`src/rtl/ctl_ammo_multi.sv`:
```
// Per-player ammunition controller: trigger-edge decrement, timed reload refill,
// and registered BCD digits of each channel's magazine count for the HUD.
module ctl_ammo_multi #(
  parameter int N_PLAYERS     = 2,
  parameter int AMMO_MAX      = 3,
  parameter int RELOAD_CYCLES = 50_000_000,
  parameter int DIGITS        = 2,
  localparam int CTR_W        = $clog2(AMMO_MAX + 1),
  localparam int TMR_W        = $clog2(RELOAD_CYCLES + 1)
) (
  input  logic                            clk,
  input  logic                            rst,
  input  logic                            reset_score,
  input  logic [N_PLAYERS-1:0]            shot_fired,
  input  logic [N_PLAYERS-1:0]            reload_req,
  output logic [N_PLAYERS*CTR_W-1:0]      ammo_ctr,
  output logic [N_PLAYERS-1:0]            no_ammo,
  output logic [N_PLAYERS-1:0]            reloading,
  output logic [N_PLAYERS*DIGITS*4-1:0]   bcd
);

  localparam logic [0:0] READY  = 1'b0;
  localparam logic [0:0] RELOAD = 1'b1;

  localparam logic [CTR_W-1:0] AMMO_FULL = CTR_W'(AMMO_MAX);
  localparam logic [TMR_W-1:0] TMR_LOAD  = TMR_W'(RELOAD_CYCLES - 1);

  for (genvar g = 0; g < N_PLAYERS; g++) begin : gCh
    logic [CTR_W-1:0]      ammo_q, ammo_d;
    logic [0:0]            state_q, state_d;
    logic [TMR_W-1:0]      tmr_q, tmr_d;
    logic                  shot_last_q, rld_last_q, no_ammo_q;
    logic [DIGITS*4-1:0]   bcd_q, bcd_d;
    logic                  shot_edge, rld_edge;

    assign shot_edge = shot_fired[g] & ~shot_last_q;
    assign rld_edge  = reload_req[g] & ~rld_last_q;

    // A shot edge takes priority over a reload edge in READY; the dropped reload is not remembered.
    always_comb begin
      ammo_d  = ammo_q;
      state_d = state_q;
      tmr_d   = tmr_q;
      case (state_q)
        READY: begin
          if (shot_edge) begin
            if (ammo_q != '0) ammo_d = ammo_q - CTR_W'(1);
          end else if (rld_edge && (ammo_q != AMMO_FULL)) begin
            state_d = RELOAD;
            tmr_d   = TMR_LOAD;
          end
        end
        default: begin
          if (tmr_q == '0) begin
            ammo_d  = AMMO_FULL;
            state_d = READY;
          end else begin
            tmr_d = tmr_q - TMR_W'(1);
          end
        end
      endcase
    end

    always_comb begin
      int unsigned val;
      bcd_d = '0;
      val   = 32'(ammo_q);
      for (int k = 0; k < DIGITS; k++) begin
        bcd_d[k*4 +: 4] = 4'(val % 10);
        val = val / 10;
      end
    end

    // reset_score restores the same state as rst, aborting any reload in flight.
    always_ff @(posedge clk or posedge rst) begin
      if (rst) begin
        ammo_q      <= AMMO_FULL;
        state_q     <= READY;
        tmr_q       <= '0;
        shot_last_q <= 1'b0;
        rld_last_q  <= 1'b0;
        no_ammo_q   <= 1'b0;
        bcd_q       <= '0;
      end else if (reset_score) begin
        ammo_q      <= AMMO_FULL;
        state_q     <= READY;
        tmr_q       <= '0;
        shot_last_q <= 1'b0;
        rld_last_q  <= 1'b0;
        no_ammo_q   <= 1'b0;
        bcd_q       <= '0;
      end else begin
        ammo_q      <= ammo_d;
        state_q     <= state_d;
        tmr_q       <= tmr_d;
        shot_last_q <= shot_fired[g];
        rld_last_q  <= reload_req[g];
        no_ammo_q   <= (ammo_d == '0);
        bcd_q       <= bcd_d;
      end
    end

    assign ammo_ctr[g*CTR_W +: CTR_W]     = ammo_q;
    assign no_ammo[g]                     = no_ammo_q;
    assign reloading[g]                   = (state_q == RELOAD);
    assign bcd[g*DIGITS*4 +: DIGITS*4]    = bcd_q;
  end

endmodule

```
`config.mk`:
```
export PLATFORM = sky130hd
export DESIGN_NAME = ctl_ammo_multi
export DESIGN_NICKNAME = d
export VERILOG_FILES = /design/src/rtl/ctl_ammo_multi.sv
export SDC_FILE = /design/constraint.sdc
export NUM_CORES = 1
export LEC_CHECK = 0
export CAP_MARGIN = 15
export CORE_UTILIZATION = 50
export CTS_CLUSTER_SIZE = 25
export DETAILED_ROUTE_END_ITERATION = 6
export GPL_ROUTABILITY_DRIVEN = 0
export GPL_TIMING_DRIVEN = 0
export MAX_ROUTING_LAYER = met4
export PLACE_DENSITY_LB_ADDON = 0.1
export RECOVER_POWER = 50
export SLEW_MARGIN = 40
export SYNTH_ARGS = -nofsm -noshare
export SYNTH_HDL_FRONTEND = slang
export SYNTH_SLANG_ARGS = --single-unit
```
`constraint.sdc`:
```
create_clock -name clk -period 3.3 [get_ports clk]
set_clock_uncertainty 0.2 [all_clocks]
set_input_delay 0.33 -clock clk [delete_from_list [all_inputs] [get_ports clk]]
set_output_delay 0.33 -clock clk [all_outputs]
set_load 0.1 [all_outputs]
```
; Yosys cells after proc, flatten, opt, wreduce, memory -nomap -nowiden
; Cells that the tools add are included.
[word_totals]
ff_bits = 80
inputBits = 7
elab_cells = 88
output_inout_bits = 24
[classes]
mux = 38
reduce_logical = 12
bitwise_logic = 8
addsub = 4
eq_ne = 6
div_mod_pow = 6
[op_table]
columns = op, count
row1 = 2-to-1 mux 26 bit, 10
row2 = divider 2 x 4 -> 32 bit (second input constant), 2
row3 = remainder unit 2 x 4 -> 32 bit (second input constant), 2
row4 = remainder unit 32 x 4 -> 32 bit (second input constant), 2
row5 = zero test 26 bit, 2
row6 = subtractor 26 x 1 -> 26 bit (second input constant), 2
row7 = 2-to-1 mux 2 bit, 10
row8 = 2-to-1 mux 1 bit, 16
row9 = 2-to-1 mux 8 bit, 2
row10 = inequality test 3 bit (second input constant), 4
row11 = AND reduction 3 bit, 2
row12 = nonzero test 3 bit, 2
row13 = AND 1 bit, 4
row14 = zero test 2 bit, 2
row15 = inequality test 2 bit (second input constant), 2
row16 = inverter 1 bit, 4
row17 = nonzero test 2 bit, 2
row18 = subtractor 2 x 1 -> 2 bit (second input constant), 2
row19 = logical AND 1 bit, 2

; Depth between registers and ports, before layout
; Gate-level depths: netlist of the first run.
[depth]
word_depth = 7
depth_mapped = 9
mapped_depth_nobuf = 7

; Worst setup path after synthesis of the first run
; OpenSTA, ideal clock, no wires.
[synth_timing]
path_kind = reg-to-reg
startpoint = reg gCh[0].tmr_q[0]
endpoint = reg gCh[0].tmr_q[22]
setup_slack_ns = 0.807
required_ns = 3.001
arrival_time_ns = 2.194
path_stages_with_launch = 8
path_cell_list = dfrtp_1 -> inv_1 -> ha_1 -> or3b_2 -> buf_2 -> nor3_1 -> or4b_1 -> a311oi_1
[synth_between]
elab_chain_len = 4
word_cells_on_any_way = 7
cone_classes = add/sub (1) / eq/ne (1) / mux (3) / reduce/logical (2)
[synth_lines]
columns = element, line
row1 = "start, declared", 31  ; logic [TMR_W-1:0] tmr_q, tmr_d;
row2 = "start signal, assigned", 95  ; tmr_q <= tmr_d;
row3 = subtractor 26 x 1 -> 26 bit, 58  ; tmr_d = tmr_q - TMR_W'(1);
row4 = 2-to-1 mux 26 bit, 54  ; if (tmr_q == '0) begin
row5 = 2-to-1 mux 26 bit, 44  ; case (state_q)
row6 = 2-to-1 mux 26 bit, 84  ; end else if (reset_score) begin
; Several ways; a longest one is shown, not always the timed one. The select of a mux whose other input is x is not followed.
; A chain may end at the register's enable or synchronous reset.

; Final worst setup path of the first run
; Same ends and word-level chain as after synthesis.

==> results of run 1 <==
## worst paths after layout
check / from / end / slack, ns
max: gCh[0].tmr_q[0]$_DFFE_PP0P_ / gCh[0].tmr_q[22]$_DFFE_PP0P_ / 0.47
min: gCh[1].tmr_q[25]$_DFFE_PP0P_ / gCh[1].tmr_q[25]$_DFFE_PP0P_ / 0.29
max reg2reg: gCh[0].tmr_q[0]$_DFFE_PP0P_ / gCh[0].tmr_q[22]$_DFFE_PP0P_ / 0.47
min reg2reg: gCh[1].tmr_q[25]$_DFFE_PP0P_ / gCh[1].tmr_q[25]$_DFFE_PP0P_ / 0.29
max in group asynchronous: rst / gCh[1].tmr_q[20]$_DFFE_PP0P_ / 0.85
min in group asynchronous: rst / gCh[0].tmr_q[22]$_DFFE_PP0P_ / 0.43
## worst max-delay path: stages, from the launching register on
cell and delay [ns]:
dfrtp_1 0.42, inv_1 0.11, ha_1 0.22, or3b_2 0.45, buf_2 0.18, nor3_1 0.33
or4b_1 0.50, a311oi_1 0.31
## power breakdown
group	internal (mW)	switching, mW	total (mW)
Combinational	0.276	0.568	0.845
Sequential	0.901	0.0835	0.984
Clock	0.429	0.355	0.784
Total	1.61	1.01	2.61
## cells by family after synthesis
logic type,count (synthesis)
AO/OA/AOI/OAI,111
XOR/XNOR,1
adder cells (fa/ha/maj),4
buffers and inverters,61
flip-flops,68
multiplexers,3
other,1
AND/OR/NAND/NOR,197
## final cells by class
cell class              instances  area [µm²]  share of cell area (%)
multi-input cells             328        2050                    45.3
flip-flops and latches         68        1710                    37.7
plain buffers                  43         236                    5.22
well taps                     102         128                    2.82
clock buffers                   9         124                    2.73
repair buffers                 18         115                    2.54
clock inverters                 7         100                    2.21
inverters                      18        68.8                    1.52
## cell usage in the layout, fill, tap and decap left out, types with 3 or more instances in the layout
| cell | netlist | final |
|---|---|---|
| nand2_1 | 42 | 42 |
| nand4b_1 | 3 | 3 |
| nor2b_1 | 11 | 11 |
| dfstp_2 | 4 | 4 |
| or4_1 | 6 | 6 |
| a311oi_1 | 23 | 23 |
| nor2_1 | 26 | 26 |
| o21ai_0 | 19 | 19 |
| clkdlybuf4s50_1 | 0 | 4 |
| or2_2 | 6 | 6 |
| nor3_1 | 21 | 21 |
| o32ai_1 | 4 | 4 |
| buf_2 | 6 | 18 |
| clkbuf_8 | 0 | 9 |
| dfrtp_1 | 64 | 64 |
| o22ai_1 | 10 | 10 |
| conb_1 | 1 | 12 |
| inv_1 | 17 | 16 |
| nor4_4 | 3 | 3 |
| or3_1 | 9 | 9 |
| nand4_1 | 15 | 15 |
| nand3_1 | 13 | 13 |
| clkinvlp_4 | 0 | 3 |
| nand2b_1 | 8 | 8 |
| a31oi_1 | 6 | 6 |
| o21a_1 | 5 | 5 |
| a32o_1 | 4 | 4 |
| ha_1 | 4 | 4 |
| a21oi_1 | 24 | 24 |
| nor4b_1 | 5 | 5 |
| o41ai_1 | 3 | 3 |
| buf_4 | 16 | 16 |
| nor3b_1 | 6 | 6 |
| nor4_1 | 8 | 8 |
| clkbuf_1 | 20 | 20 |
## registers in the layout (all words and copies together), names as in the netlist
| name | flops |
|---|---|
| gCh.state_q | 2 |
| gCh.ammo_q | 4 |
| gCh.tmr_q | 52 |
| gCh.rld_last_q | 2 |
| gCh.no_ammo_q | 2 |
| gCh.shot_last_q | 2 |
| gCh.bcd_q | 4 |
## metal layers
metal,vias up,routed length [µm],GRT usage [%]
met4,0,180,8.20
met1,1764,4310,32.4
met2,107,5200,45.3
met3,20,559,6.14
li1,1734,-,-
met5,-,0,-
## through the flow
| step | instances | TNS, ns |
|---|---|---|
| after floorplan | 457 | 0 |
| after global placement | 576 | -12.51 |
| after detailed placement | 577 | 0 |
| after CTS | 593 | 0 |
| after global routing | 593 | 0 |
| final | 593 | 0 |
==> metrics.md, run 1 <==
| Metric | Value |
|---|---|
| Fin nets | `497` |
| Peak supply drop | `0.000283 V` |
| CTS resizes | `0` |
| 1st-iter DRT viols | `133` |
| Synth Area in Compound Gates | `19.0%` |
| Status | `finished, final reports clean` |
| Slew Limit Fails | `0` |
| Share of the synthesized area in the top cell type | `39.8%` |
| Unrepaired setup endpoints after global routing | `false` |
| Worst-path maximum fanout | `8` |
| Worst EP arrival | `2.87 ns` |
| Final-report hold violation count | `0` |
| Initial cell density of the core | `51.8%` |
| Max Cap Viol | `0` |
| R2r worst-path depth | `7` |
| Hold Path Depth | `1` |
| Lkg Pwr | `1.84 nW` |
| CP required | `3.34 ns` |
| Highest Clock Rate | `0.354 GHz` |
| Post-synth EDFFs | `0` |
| Tcrit/Tclk final | `85.7%` |
| Hold WC Path Type | `register to register` |
| Seq/Total Area, Yosys | `42.4%` |
| WHS | `0.293 ns` |
| Synth Area in Simple Gates | `28.6%` |
| Vias per cell | `6.11` |
| Area Growth Syn to Fin | `12.7%` |
| Max clock buf depth | `2` |
| CTS Hold Bufs | `0` |
| Layout cells sized above 1 | `15.7%` |
| CORE AREA | `0.00777 mm²` |
| Filler cells | `718` |
| I/O Buffers | `17` |
| Synth Area in XOR/XNOR | `0.218%` |
| Post-synthesis mux area share | `0.778%` |
| Root buffer cell | `clkbuf_8` |
| Clock-pin transition on the worst setup and hold timing paths | `0.08 ns` |
| Drc violations | `0` |
| Clock latency at the later pin of the worst-skew pair | `0.35 ns` |
| Cell Rows | `32` |
| Worst-margin pin slew | `1.15 ns` |
| Mapped Cells | `446` |
| Placed Area | `0.00433 mm²` |
| Avg WL per Cell | `17.3 µm` |
| Remaining global-route overflow | `0` |
| Antenna Nets Post-Route | `0` |
| DP Wirelength | `7.10 mm` |
| Setup Buffers After CTS | `0` |
| Worst setup margin | `0.471 ns` |
| Pwr/cell area | `577 mW/mm²` |
| TritonCTS Buffers | `9` |
| Initial antenna violation count | `0` |
| Min Clock Period, post-route | `2.83 ns` |
| Mapped Area | `0.00402 mm²` |
| Synth top cells by count | `64 x dfrtp_1, 42 x nand2_1, 26 x nor2_1` |
| Post-Synth Adder-Cell Area | `1.24%` |
| Design area | `0.00453 mm²` |
| Ys async rst share | `100%` |
| Die Ht | `91.7 µm` |
| Util after Layout | `58.3%` |
| CTS sink count | `68` |
| Largest net degree at the start of global routing | `46` |
| Top_reg_cell synth | `dfrtp_1` |
| Area leader, netlist | `dfrtp_1` |
| Setup Viol. Count Final | `0` |
| Dpl ws | `0.483 ns` |
| Crit end category | `register` |
| Largest family of logic cells by synthesized area | `simple AND/OR/NAND/NOR gates` |
| Ys Warns | `0` |
| CTS tree | `yes` |
| Num ports | `31` |
| Crit Path Class | `register to register` |
| Die ar. | `0.00841 mm²` |
| Post-synthesis cell type count | `57` |
| First-pass GRT wire length | `17.2 mm` |
| Number of global-route vias before repair | `3496` |
| Pre-Repair DR Iteration Count | `5` |
| Tot Pwr | `2.61 mW` |
| Antenna diode count | `0` |
| Die width | `91.7 µm` |
| Gr usage total | `27.0%` |
| FF+latch count, synth | `68` |
| Mapped Avg Cell Area | `9.02 µm²` |
| Top-count cell post-synth | `dfrtp_1` |
| Final wirelength | `10.3 mm` |
| CTS H-tree lvls | `3` |
| Total number of vias | `3625` |
| CP Launch Type | `register` |
| Max-slew headroom | `23.1%` |
| Top cells by area, synth | `dfrtp_1 40%, a311oi_1 5.0%, nand2_1 3.9%` |
Note: power is estimated with default switching activity, not from simulation.
==> inputs of run 2 (changes only) <==
CORE_UTILIZATION = 25   (was 50)
SKIP_CTS_REPAIR_TIMING = 1   (was unset)
==> metrics.md, run 2 (synthesized netlist as in run 1, its figures left out) <==
| Metric | Value |
|---|---|
| WHS | `0.297 ns (was 0.293 ns)` |
| Reg-to-reg startpoint | `gCh[0].tmr_q[0]$_DFFE_PP0P_ (unchanged)` |
| CP max stage delay | `0.50 ns (about the same)` |
| Vias per cell | `5.07 (was 6.11)` |
| CP Launch Type | `register (unchanged)` |
| Drc violations | `0 (unchanged)` |
| DP Wirelength | `7.78 mm (was 7.10 mm)` |
| Final-report hold violation count | `0 (unchanged)` |
| Hold WC Path Type | `register to register (unchanged)` |
| Most frequent cells in the layout | `64 x dfrtp_1, 42 x nand2_1, 26 x nor2_1 (unchanged)` |
| Crit end category | `register (unchanged)` |
| Critical path origin | `gCh[0].tmr_q[0]$_DFFE_PP0P_ (unchanged)` |
| R2r worst-path depth | `7 (unchanged)` |
| Num ports | `31 (unchanged)` |
| Worst EP arrival | `2.84 ns (was 2.87 ns)` |
| Avg WL per Cell | `16.4 µm (was 17.3 µm)` |
| Combinational power share | `31.2% (was 32.3%)` |
| Initial antenna violation count | `0 (unchanged)` |
| End of the critical path | `gCh[0].tmr_q[22]$_DFFE_PP0P_ (unchanged)` |
| Pre-Repair DR Iteration Count | `5 (unchanged)` |
| Tcrit/Tclk final | `85.1% (was 85.7%)` |
| Most common cell after layout, fill and taps aside | `dfrtp_1 (unchanged)` |
| Placed instance count | `686 (was 577)` |
| Die ar. | `0.0166 mm² (was 0.00841 mm²)` |
| Antenna Nets Post-Route | `0 (unchanged)` |
| Gr usage total | `15.4% (was 27.0%)` |
| Remaining global-route overflow | `0 (unchanged)` |
| CTS sink count | `68 (unchanged)` |
| Unrepaired setup endpoints after global routing | `false (unchanged)` |
| Internal | `1.70 mW (was 1.61 mW)` |
| Reg2reg setup slack | `0.49 ns (was 0.47 ns)` |
| Dpl ws | `0.449 ns (was 0.483 ns)` |
| CTS H-tree lvls | `3 (unchanged)` |
| FF-to-FF End | `gCh[0].tmr_q[22]$_DFFE_PP0P_ (unchanged)` |
| I/O Buffers | `17 (unchanged)` |
| Area of the multi-input gates | `0.00205 mm² (unchanged)` |
| Largest registers | `gCh.tmr_q (52), gCh.ammo_q (4), gCh.bcd_q (4) (unchanged)` |
| Max-slew headroom | `6.29% (was 23.1%)` |
| Pwr/cell area | `580 mW/mm² (was 577 mW/mm²)` |
| Placed Area | `0.00447 mm² (was 0.00433 mm²)` |
| 1st-iter DRT viols | `299 (was 133)` |
| Die width | `129 µm (was 91.7 µm)` |
| Layout cells sized above 1 | `15.5% (was 15.7%)` |
| Worst-margin pin slew | `1.41 ns (was 1.15 ns)` |
| CP cell instances | `inv_1, ha_1, or3b_2, buf_2, nor3_1, or4b_1, a311oi_1 (unchanged)` |
| Worst-path maximum fanout | `8 (unchanged)` |
| Largest Register | `gCh.tmr_q (unchanged)` |
| Lkg Pwr | `1.87 nW (was 1.84 nW)` |
| Root buffer cell | `clkbuf_16 (was clkbuf_8)` |
| Non-Filler Instances | `702 (was 593)` |
| Area Growth Syn to Fin | `17.2% (was 12.7%)` |
| Die Ht | `129 µm (was 91.7 µm)` |
| First-pass GRT wire length | `18.7 mm (was 17.2 mm)` |
| Crit Path Class | `register to register (unchanged)` |
| Largest net degree at the start of global routing | `54 (was 46)` |
| Design area | `0.00471 mm² (was 0.00453 mm²)` |
| Max clock buf depth | `2 (unchanged)` |
| Number of cells on the critical path | `7 (unchanged)` |
| CP Buf/Inv Count | `2 (unchanged)` |
| Cell family with most CP delay | `simple AND/OR/NAND/NOR gates (unchanged)` |
| Cell Rows | `45 (was 32)` |
| Highest Clock Rate | `0.356 GHz (was 0.354 GHz)` |
| Clk pwr share | `32.8% (was 30.0%)` |
| Clock-pin transition on the worst setup and hold timing paths | `0.06 ns (was 0.08 ns)` |
| Status | `finished, final reports clean (unchanged)` |
| Switching Share | `37.8% (was 38.5%)` |
| CORE AREA | `0.0154 mm² (was 0.00777 mm²)` |
| Initial cell density of the core | `26.1% (was 51.8%)` |
| Peak supply drop | `0.000245 V (was 0.000283 V)` |
| Total area of sequential cells | `0.00171 mm² (unchanged)` |
| Antenna diode count | `0 (unchanged)` |
| Slew Limit Fails | `0 (unchanged)` |
| TritonCTS Buffers | `9 (unchanged)` |
| Flop pwr share | `36.0% (was 37.7%)` |
| Setup Viol. Count Final | `0 (unchanged)` |
| Final wirelength | `11.5 mm (was 10.3 mm)` |
| Worst setup margin | `0.491 ns (was 0.471 ns)` |
| Crit-path slowest cell | `or4b_1 (unchanged)` |
| Setup_tns | `0 ns (unchanged)` |
| CTS tree | `yes (unchanged)` |
| Total number of vias | `3559 (was 3625)` |
| Number of global-route vias before repair | `3385 (was 3496)` |
| Max Cap Viol | `0 (unchanged)` |
| Largest register FFs | `52 (unchanged)` |
| Min Clock Period, post-route | `2.81 ns (was 2.83 ns)` |
| Clock latency at the later pin of the worst-skew pair | `0.34 ns (was 0.35 ns)` |
| Filler cells | `1668 (was 718)` |
| Net Sw Power | `1.03 mW (was 1.01 mW)` |
| CP required | `3.33 ns (was 3.34 ns)` |
| Fin nets | `497 (unchanged)` |
==> run 2: cell types whose count changed in the layout (fill, tap and decap cells not counted), sizes merged <==
cell	delta
clkbuf	+2
clkinv	+3
clkinvlp	-2
inv	-1
bufinv	-2
==> run 2: power groups by stage <==
stage          clock [mW]  combinational [mW]  sequential (mW)
2_1_floorplan           0               0.613             1.04
3_3_place_gp            0               0.863            0.999
3_5_place_dp            0               0.861            0.998
4_1_cts             0.932               0.864            0.985
5_1_grt             0.972               0.943            0.998
6_report            0.897               0.853            0.985
==> run 2: worst min path at each step <==
stage / start / end / slack, ns / cells after the start
floorplan: gCh[1].tmr_q[25]$_DFFE_PP0P_ / gCh[1].tmr_q[25]$_DFFE_PP0P_ / 0.25 / 1
global placement: gCh[1].tmr_q[25]$_DFFE_PP0P_ / gCh[1].tmr_q[25]$_DFFE_PP0P_ / 0.28 / 1
detailed placement: gCh[1].tmr_q[25]$_DFFE_PP0P_ / gCh[1].tmr_q[25]$_DFFE_PP0P_ / 0.28 / 1
CTS: rst / gCh[1].rld_last_q$_DFF_PP0_ / 0.08 / 2
global route: gCh[1].tmr_q[25]$_DFFE_PP0P_ / gCh[1].tmr_q[25]$_DFFE_PP0P_ / 0.33 / 1
finish: gCh[1].tmr_q[25]$_DFFE_PP0P_ / gCh[1].tmr_q[25]$_DFFE_PP0P_ / 0.30 / 1
==> run 2: metal layers <==
| metal | vias to the layer above | GRT usage, % | share of wire, % |
|---|---|---|---|
| met5 | - | - | 0 |
| met4 | 0 | 3.81 | 0.74 |
| met2 | 68 | 25.0 | 48 |
| met1 | 1758 | 19.0 | 47 |
| met3 | 8 | 4.07 | 4.0 |
| li1 | 1725 | - | - |
==> run 2: cell type report <==
class | count | area share, %
clock buffer | 11 | 5.15
clock inverter | 5 | 0.584
sequential | 68 | 36.2
timing repair buffer | 18 | 2.44
inverter | 18 | 1.46
buffer | 43 | 5.02
tap | 211 | 5.60
multi-input combinational | 328 | 43.5
==> run 2: per-stage QoR <==
stage	power, mW	utilization [%]
2_1_floorplan	1.65	-
3_3_place_gp	1.86	29.1
3_5_place_dp	1.86	29.0
4_1_cts	2.78	30.7
5_1_grt	2.91	30.6
6_report	2.74	30.6
